$ cat src/rtl/uart_bram_loader_if.sv
// AXI4-Lite read channels plus BRAM write port between the boot loader and its peers.
// Valid/ready: a beat transfers on a rising clk edge where valid and ready are both 1;
// the source holds valid and its payload stable until that edge and never withdraws it.
interface uart_bram_loader_if #(
    parameter int ADDR_W = 15,
    parameter int WORD_W = 32
);
    localparam int BPW = WORD_W / 8;

    logic              axi_arvalid;
    logic              axi_arready;
    logic [31:0]       axi_araddr;
    logic [2:0]        axi_arprot;
    logic              axi_rvalid;
    logic              axi_rready;
    logic [31:0]       axi_rdata;
    logic [1:0]        axi_rresp;

    logic [ADDR_W-1:0] bram_addr;
    logic [WORD_W-1:0] bram_wrdata;
    logic              bram_en;
    logic [BPW-1:0]    bram_we;

    modport master (
        output axi_arvalid, axi_araddr, axi_arprot, axi_rready,
        input  axi_arready, axi_rvalid, axi_rdata, axi_rresp,
        output bram_addr, bram_wrdata, bram_en, bram_we
    );

    modport slave (
        input  axi_arvalid, axi_araddr, axi_arprot, axi_rready,
        output axi_arready, axi_rvalid, axi_rdata, axi_rresp,
        input  bram_addr, bram_wrdata, bram_en, bram_we
    );
endinterface

$ cat src/rtl/uart_bram_loader.sv
// Boot loader: polls a UART-Lite over AXI4-Lite reads, takes a 4-byte big-endian word
// count header, then packs the payload into BRAM words starting at OFFSET_ADDR.
module uart_bram_loader #(
    parameter int          ADDR_W        = 15,
    parameter int          WORD_W        = 32,
    parameter int          OFFSET_ADDR   = 0,
    parameter int          HIGH_ADDR     = 16383,
    parameter bit          BIG_ENDIAN    = 1'b1,
    parameter logic [31:0] RX_FIFO_ADDR  = 32'h0,
    parameter logic [31:0] STAT_REG_ADDR = 32'h8
) (
    input  logic        clk,
    input  logic        rst,
    input  logic        start,
    output logic        busy,
    output logic        done,
    output logic        error,
    output logic [31:0] word_count,
    output logic [2:0]  dbg_state,
    uart_bram_loader_if.master bus
);
    localparam int          BPW = WORD_W / 8;
    localparam logic [32:0] CAP = 33'(HIGH_ADDR - OFFSET_ADDR + 1);

    typedef enum logic [2:0] {
        IDLE, STAT_AR, STAT_R, DATA_AR, DATA_R, BRAM_WR, DONE, ERR
    } state_t;

    state_t            state, state_nxt;
    logic [7:0]        byte_cnt;
    logic              payload;
    logic [23:0]       hdr;
    logic [31:0]       idx;
    logic [WORD_W-1:0] word_asm;

    logic [7:0]        rx_byte;
    logic [31:0]       hdr_full;
    logic              armed;
    logic              last_hdr_byte;
    logic              last_word_byte;
    logic              rx_ok;
    logic              unused_rdata;

    assign rx_byte        = bus.axi_rdata[7:0];
    assign hdr_full       = {hdr, rx_byte};
    assign armed          = start && (state == IDLE || state == DONE || state == ERR);
    assign last_hdr_byte  = !payload && (byte_cnt == 8'd3);
    assign last_word_byte = payload && (byte_cnt == 8'(BPW - 1));
    assign rx_ok          = bus.axi_rvalid && (bus.axi_rresp == 2'b00);
    assign unused_rdata   = ^bus.axi_rdata[31:8];
    assign dbg_state      = state;

    always_ff @(posedge clk) begin
        if (rst) state <= IDLE;
        else     state <= state_nxt;
    end

    always_comb begin
        state_nxt       = state;
        busy            = 1'b0;
        done            = 1'b0;
        error           = 1'b0;
        bus.axi_arvalid = 1'b0;
        bus.axi_araddr  = '0;
        bus.axi_arprot  = '0;
        bus.axi_rready  = 1'b0;
        bus.bram_en     = 1'b0;
        bus.bram_we     = '0;
        bus.bram_addr   = '0;
        bus.bram_wrdata = '0;
        case (state)
            IDLE: begin
                if (start) state_nxt = STAT_AR;
            end
            STAT_AR: begin
                busy            = 1'b1;
                bus.axi_arvalid = 1'b1;
                bus.axi_araddr  = STAT_REG_ADDR;
                if (bus.axi_arready) state_nxt = STAT_R;
            end
            STAT_R: begin
                busy           = 1'b1;
                bus.axi_rready = 1'b1;
                if (bus.axi_rvalid) begin
                    if (bus.axi_rresp != 2'b00) state_nxt = ERR;
                    else if (bus.axi_rdata[0])  state_nxt = DATA_AR;
                    else                        state_nxt = STAT_AR;
                end
            end
            DATA_AR: begin
                busy            = 1'b1;
                bus.axi_arvalid = 1'b1;
                bus.axi_araddr  = RX_FIFO_ADDR;
                if (bus.axi_arready) state_nxt = DATA_R;
            end
            DATA_R: begin
                busy           = 1'b1;
                bus.axi_rready = 1'b1;
                if (bus.axi_rvalid) begin
                    if (bus.axi_rresp != 2'b00) state_nxt = ERR;
                    else if (last_hdr_byte) begin
                        // An empty image completes at once; an oversize one never touches BRAM.
                        if (hdr_full == 32'd0)          state_nxt = DONE;
                        else if ({1'b0, hdr_full} > CAP) state_nxt = ERR;
                        else                            state_nxt = STAT_AR;
                    end
                    else if (last_word_byte) state_nxt = BRAM_WR;
                    else                     state_nxt = STAT_AR;
                end
            end
            BRAM_WR: begin
                busy            = 1'b1;
                bus.bram_en     = 1'b1;
                bus.bram_we     = '1;
                bus.bram_addr   = ADDR_W'(32'(OFFSET_ADDR) + idx);
                bus.bram_wrdata = word_asm;
                state_nxt       = (idx + 32'd1 == word_count) ? DONE : STAT_AR;
            end
            DONE: begin
                done = 1'b1;
                if (start) state_nxt = STAT_AR;
            end
            ERR: begin
                error = 1'b1;
                if (start) state_nxt = STAT_AR;
            end
            default: state_nxt = IDLE;
        endcase
    end

    always_ff @(posedge clk) begin
        if (rst) begin
            byte_cnt   <= '0;
            payload    <= 1'b0;
            hdr        <= '0;
            idx        <= '0;
            word_asm   <= '0;
            word_count <= '0;
        end
        else if (armed) begin
            byte_cnt <= '0;
            payload  <= 1'b0;
            idx      <= '0;
        end
        else if (state == DATA_R && rx_ok) begin
            if (!payload) begin
                hdr <= hdr_full[23:0];
                if (last_hdr_byte) begin
                    word_count <= hdr_full;
                    payload    <= 1'b1;
                    byte_cnt   <= '0;
                end
                else begin
                    byte_cnt <= byte_cnt + 8'd1;
                end
            end
            else begin
                // Big-endian shifts bytes in at the bottom; little-endian at the top.
                if (BIG_ENDIAN) word_asm <= WORD_W'({word_asm, rx_byte});
                else            word_asm <= WORD_W'({rx_byte, word_asm} >> 8);
                byte_cnt <= last_word_byte ? 8'd0 : byte_cnt + 8'd1;
            end
        end
        else if (state == BRAM_WR) begin
            idx <= idx + 32'd1;
        end
    end
endmodule

$ cat src/flat_wrapper.sv
// flat-port wrapper written by rule: the top's interface ports become plain ports
module uart_bram_loader_flat 
#(
    parameter int          ADDR_W        = 15,
    parameter int          WORD_W        = 32,
    parameter int          OFFSET_ADDR   = 0,
    parameter int          HIGH_ADDR     = 16383,
    parameter bit          BIG_ENDIAN    = 1'b1,
    parameter logic [31:0] RX_FIFO_ADDR  = 32'h0,
    parameter logic [31:0] STAT_REG_ADDR = 32'h8
)
  (clk, rst, start, busy, done, error, word_count, dbg_state, bus_axi_arvalid, bus_axi_araddr, bus_axi_arprot, bus_axi_rready, bus_axi_arready, bus_axi_rvalid, bus_axi_rdata, bus_axi_rresp, bus_bram_addr, bus_bram_wrdata, bus_bram_en, bus_bram_we);
  uart_bram_loader_if #(.ADDR_W(ADDR_W), .WORD_W(WORD_W)) bus_i ();
  input  logic clk;
  input  logic rst;
  input  logic start;
  output logic busy;
  output logic done;
  output logic error;
  output logic [31:0] word_count;
  output logic [2:0] dbg_state;
  output wire logic [$bits(bus_i.axi_arvalid)-1:0] bus_axi_arvalid;
  output wire logic [$bits(bus_i.axi_araddr)-1:0] bus_axi_araddr;
  output wire logic [$bits(bus_i.axi_arprot)-1:0] bus_axi_arprot;
  output wire logic [$bits(bus_i.axi_rready)-1:0] bus_axi_rready;
  input wire logic [$bits(bus_i.axi_arready)-1:0] bus_axi_arready;
  input wire logic [$bits(bus_i.axi_rvalid)-1:0] bus_axi_rvalid;
  input wire logic [$bits(bus_i.axi_rdata)-1:0] bus_axi_rdata;
  input wire logic [$bits(bus_i.axi_rresp)-1:0] bus_axi_rresp;
  output wire logic [$bits(bus_i.bram_addr)-1:0] bus_bram_addr;
  output wire logic [$bits(bus_i.bram_wrdata)-1:0] bus_bram_wrdata;
  output wire logic [$bits(bus_i.bram_en)-1:0] bus_bram_en;
  output wire logic [$bits(bus_i.bram_we)-1:0] bus_bram_we;
  assign bus_axi_arvalid = bus_i.axi_arvalid;
  assign bus_axi_araddr = bus_i.axi_araddr;
  assign bus_axi_arprot = bus_i.axi_arprot;
  assign bus_axi_rready = bus_i.axi_rready;
  assign bus_i.axi_arready = bus_axi_arready;
  assign bus_i.axi_rvalid = bus_axi_rvalid;
  assign bus_i.axi_rdata = bus_axi_rdata;
  assign bus_i.axi_rresp = bus_axi_rresp;
  assign bus_bram_addr = bus_i.bram_addr;
  assign bus_bram_wrdata = bus_i.bram_wrdata;
  assign bus_bram_en = bus_i.bram_en;
  assign bus_bram_we = bus_i.bram_we;
  uart_bram_loader #(.ADDR_W(ADDR_W), .WORD_W(WORD_W), .OFFSET_ADDR(OFFSET_ADDR), .HIGH_ADDR(HIGH_ADDR), .BIG_ENDIAN(BIG_ENDIAN), .RX_FIFO_ADDR(RX_FIFO_ADDR), .STAT_REG_ADDR(STAT_REG_ADDR)) u_core (.clk(clk), .rst(rst), .start(start), .busy(busy), .done(done), .error(error), .word_count(word_count), .dbg_state(dbg_state), .bus(bus_i));
endmodule
$ cat config.mk
export PLATFORM = sky130hd
export DESIGN_NAME = uart_bram_loader_flat
export DESIGN_NICKNAME = d
export VERILOG_FILES = /design/src/rtl/uart_bram_loader_if.sv /design/src/rtl/uart_bram_loader.sv /design/src/flat_wrapper.sv
export SDC_FILE = /design/constraint.sdc
export NUM_CORES = 1
export LEC_CHECK = 0
export CAP_MARGIN = 10
export CORE_MARGIN = 1
export CORE_UTILIZATION = 31
export CTS_BUF_LIST = sky130_fd_sc_hd__clkbuf_4 sky130_fd_sc_hd__clkbuf_8
export DETAILED_ROUTE_END_ITERATION = 16
export PLACE_DENSITY = 0.62
export SLEW_MARGIN = 10
export SYNTH_ARGS = -nofsm -noshare
export SYNTH_HDL_FRONTEND = slang
export SYNTH_SLANG_ARGS = --single-unit
$ cat constraint.sdc
create_clock -name clk -period 3.41 [get_ports clk]
set_input_delay 1.023 -clock clk [delete_from_list [all_inputs] [get_ports clk]]
set_output_delay 1.023 -clock clk [all_outputs]
set_load 0.05 [all_outputs]
==> qor.csv <==
metric,value,unit
register area share after synthesis,0.376,
TritonCTS Buffers,17,
Root Driver,clkbuf_8,
Startpoint Class,flop,
"commonest non-fill, non-tap cell in the layout",nand2_1,
Port Buffers,107,
starting density of the core,0.319,
Placer Congestion,0.871,
WL/cell,15.1,µm
Final TNS setup,0,ns
Setup crit end kind,output port,
I/O pin count,166,
clk buf depth,2,
Gate Count Post-Synth,932,
clock-pin slew on the worst setup and hold paths,0.09,ns
drt first pass iters,15,
Seq pwr share,0.421,
fin crit period,3.19,ns
Worst Setup Path Type,reg -> out,
fin crit share,0.935,
GRT Util Overall,0.172,
"Power, Total",3.76,mW
largest net degree at the start of global routing,48,
first-pass GRT wire length,32.2,mm
clk_skew,0.00818,ns
Peak VDD IR,0.221,mV
Logic pwr share,0.194,
Hold Crit Class,reg -> reg,
Synth Cell Area,0.00703,mm²
path depth of the worst reg2reg path,9,
ANT cells,0,
antenna-violating nets left,0,
RSZ-0062 raised after global routing,no,
P_leak,3.39,nW
maxcap violations,0,
Slew HR,0.533,
initial antenna violation count,0,
"EDFF count, synth",0,
Area Overhead vs Synth,30.6,%
f_max,314,MHz
Worst Path Required,2.39,ns
Ys Warns,0,
final hold violations,0,
DR DRC count,8,
failing checks,DRC,
Skew-Pair Late Insertion Delay,0.45,ns
DRC marker count from the first detailed-route iteration,380,
area of the multi-input gates,0.00394,mm²
Yosys cell types,59,
CTS Sinks,132,
hold path depth,2,
share of cells above drive strength 1,0.127,
post-synthesis register bit count,132,
final hold slack,0.460,ns
final setup violation count,0,
clock share of power,0.385,
Via density,5.05,
cell area power density,410,mW/mm²
critical path peak fanout,12,
Die H,153,µm
FF+latch area,0.00264,mm²
max-slew violations,0,
Sw Ratio,0.337,
die area,0.0233,mm²
grt ovf,0,
WL final,19.8,mm
status,"finished, violations left",
H-tree levels,4,
"Async S/R FF share, synth",0,
nets,1059,
Synth Flop Type,dfxtp_1,
"area leader, netlist",dfxtp_1,
Layout fillers,2210,
CTS Hold Buffers Added,0,
vias in the first global route,6086,
dpl hpwl,14.4,mm
# rows,54,
die span in x,153,µm
share of the synthesized area in the top cell type,0.376,
core area,0.0220,mm²
Internal Power,2.50,mW
Synth area leaders,"dfxtp_1, nand2_1, a21oi_1",
WP data arrival,2.17,ns
vias,6614,
most frequent cells in the layout,"nand2_1, dfxtp_1, a21oi_1",
Sw Pwr,1.27,mW
"Avg Cell Area, Syn",7.54,µm²
Slew @ Worst Pin,0.696,ns
CTS tree,done,
## synthesized netlist by cell type, types with 4 or more instances
master    number
and3_1        57
clkbuf_1      51
nor3_1        16
nand2_1      224
nor4_1        12
or4_1          5
inv_1          7
a31oi_1        4
nand3_1       19
nor2_1        59
dfxtp_1      132
a21oi_1      107
o211ai_1       5
o21ai_0       18
xnor2_1       47
buf_2          8
or3_1         11
buf_4         41
nand4_1       19
xor2_1        27
## timing repair
action,in CTS,in global routing
setup buffers,0,0
resized for setup,0,1
endpoints found under the setup margin,0,1
## power by group through the flow
stage / Clock, mW / Combinational (mW) / Sequential [mW]
after floorplan: 0 / 0.530 / 1.64
final: 1.45 / 0.732 / 1.58
after global routing: 1.54 / 0.782 / 1.59
after global placement: 0 / 0.729 / 1.62
after detailed placement: 0 / 0.730 / 1.62
after CTS: 1.47 / 0.733 / 1.58
## layer usage
metal / up-vias / global-route usage / routed length, µm
met4: 0 / 0.0717 / 554
met1: 3093 / 0.222 / 8870
met2: 210 / 0.275 / 9170
met5: - / 0 / 0
li1: 3276 / - / -
met3: 35 / 0.0401 / 1210
## layout make-up
type                       instances  share of cell area
multi-input combinational        723               0.429
sequential                       132               0.288
timing repair buffer             134               0.194
tap                              280              0.0382
clock buffer                      17              0.0255
clock inverter                    15              0.0214
inverter                           9             0.00368
## critical path: stages (launching register included)
cell,delay [ns]
dfxtp_1,0.31
inv_1,0.26
nor2_2,0.08
nand2_1,0.10
clkinv_1,0.56
buf_12,0.39
## state kept, by name (all words and copies together), names as in the netlist
signal             count
u_core.byte_cnt        8
u_core.dbg_state       3
u_core.hdr            24
u_core.idx            32
u_core.payload         1
u_core.word_asm       32
u_core.word_count     32
## kinds of logic (layout without fill, tap and decap cells)
family	Yosys count	in the layout	share of synthesized area
DFF	132	132	0.376
buffers and inverters	110	175	0.0820
AOI/OAI and AO/OA	153	153	0.120
muxes	7	7	0.0107
other	1	34	0.000533
adders and majority gates	3	3	0.00534
xor gates and xnor gates	74	74	0.0922
and+or+nand+nor	452	452	0.314
## path summary, 6_finish.rpt
kind,start,to,slack [ns]
min reg2reg,u_core.word_asm[29]$_SDFFE_PP0P_,u_core.word_asm[29]$_SDFFE_PP0P_,0.46
min,u_core.word_asm[29]$_SDFFE_PP0P_,u_core.word_asm[29]$_SDFFE_PP0P_,0.46
max,u_core.dbg_state[0]$_SDFFE_PP0P_,bus_bram_we[3],0.22
max reg2reg,u_core.idx[0]$_SDFFE_PP0P_,u_core.dbg_state[0]$_SDFFE_PP0P_,0.38
## per-stage QoR
step	worst slack, ns	std cells	area (µm²)	utilization
floorplan	0.172	965	7160	-
global placement	0.172	1278	8750	0.397
detailed placement	0.204	1278	8750	0.397
CTS	0.107	1310	9180	0.417
global route	0.0455	1310	9180	0.417
finish	0.221	1310	9180	0.417
Note: power is estimated with default switching activity, not from simulation.
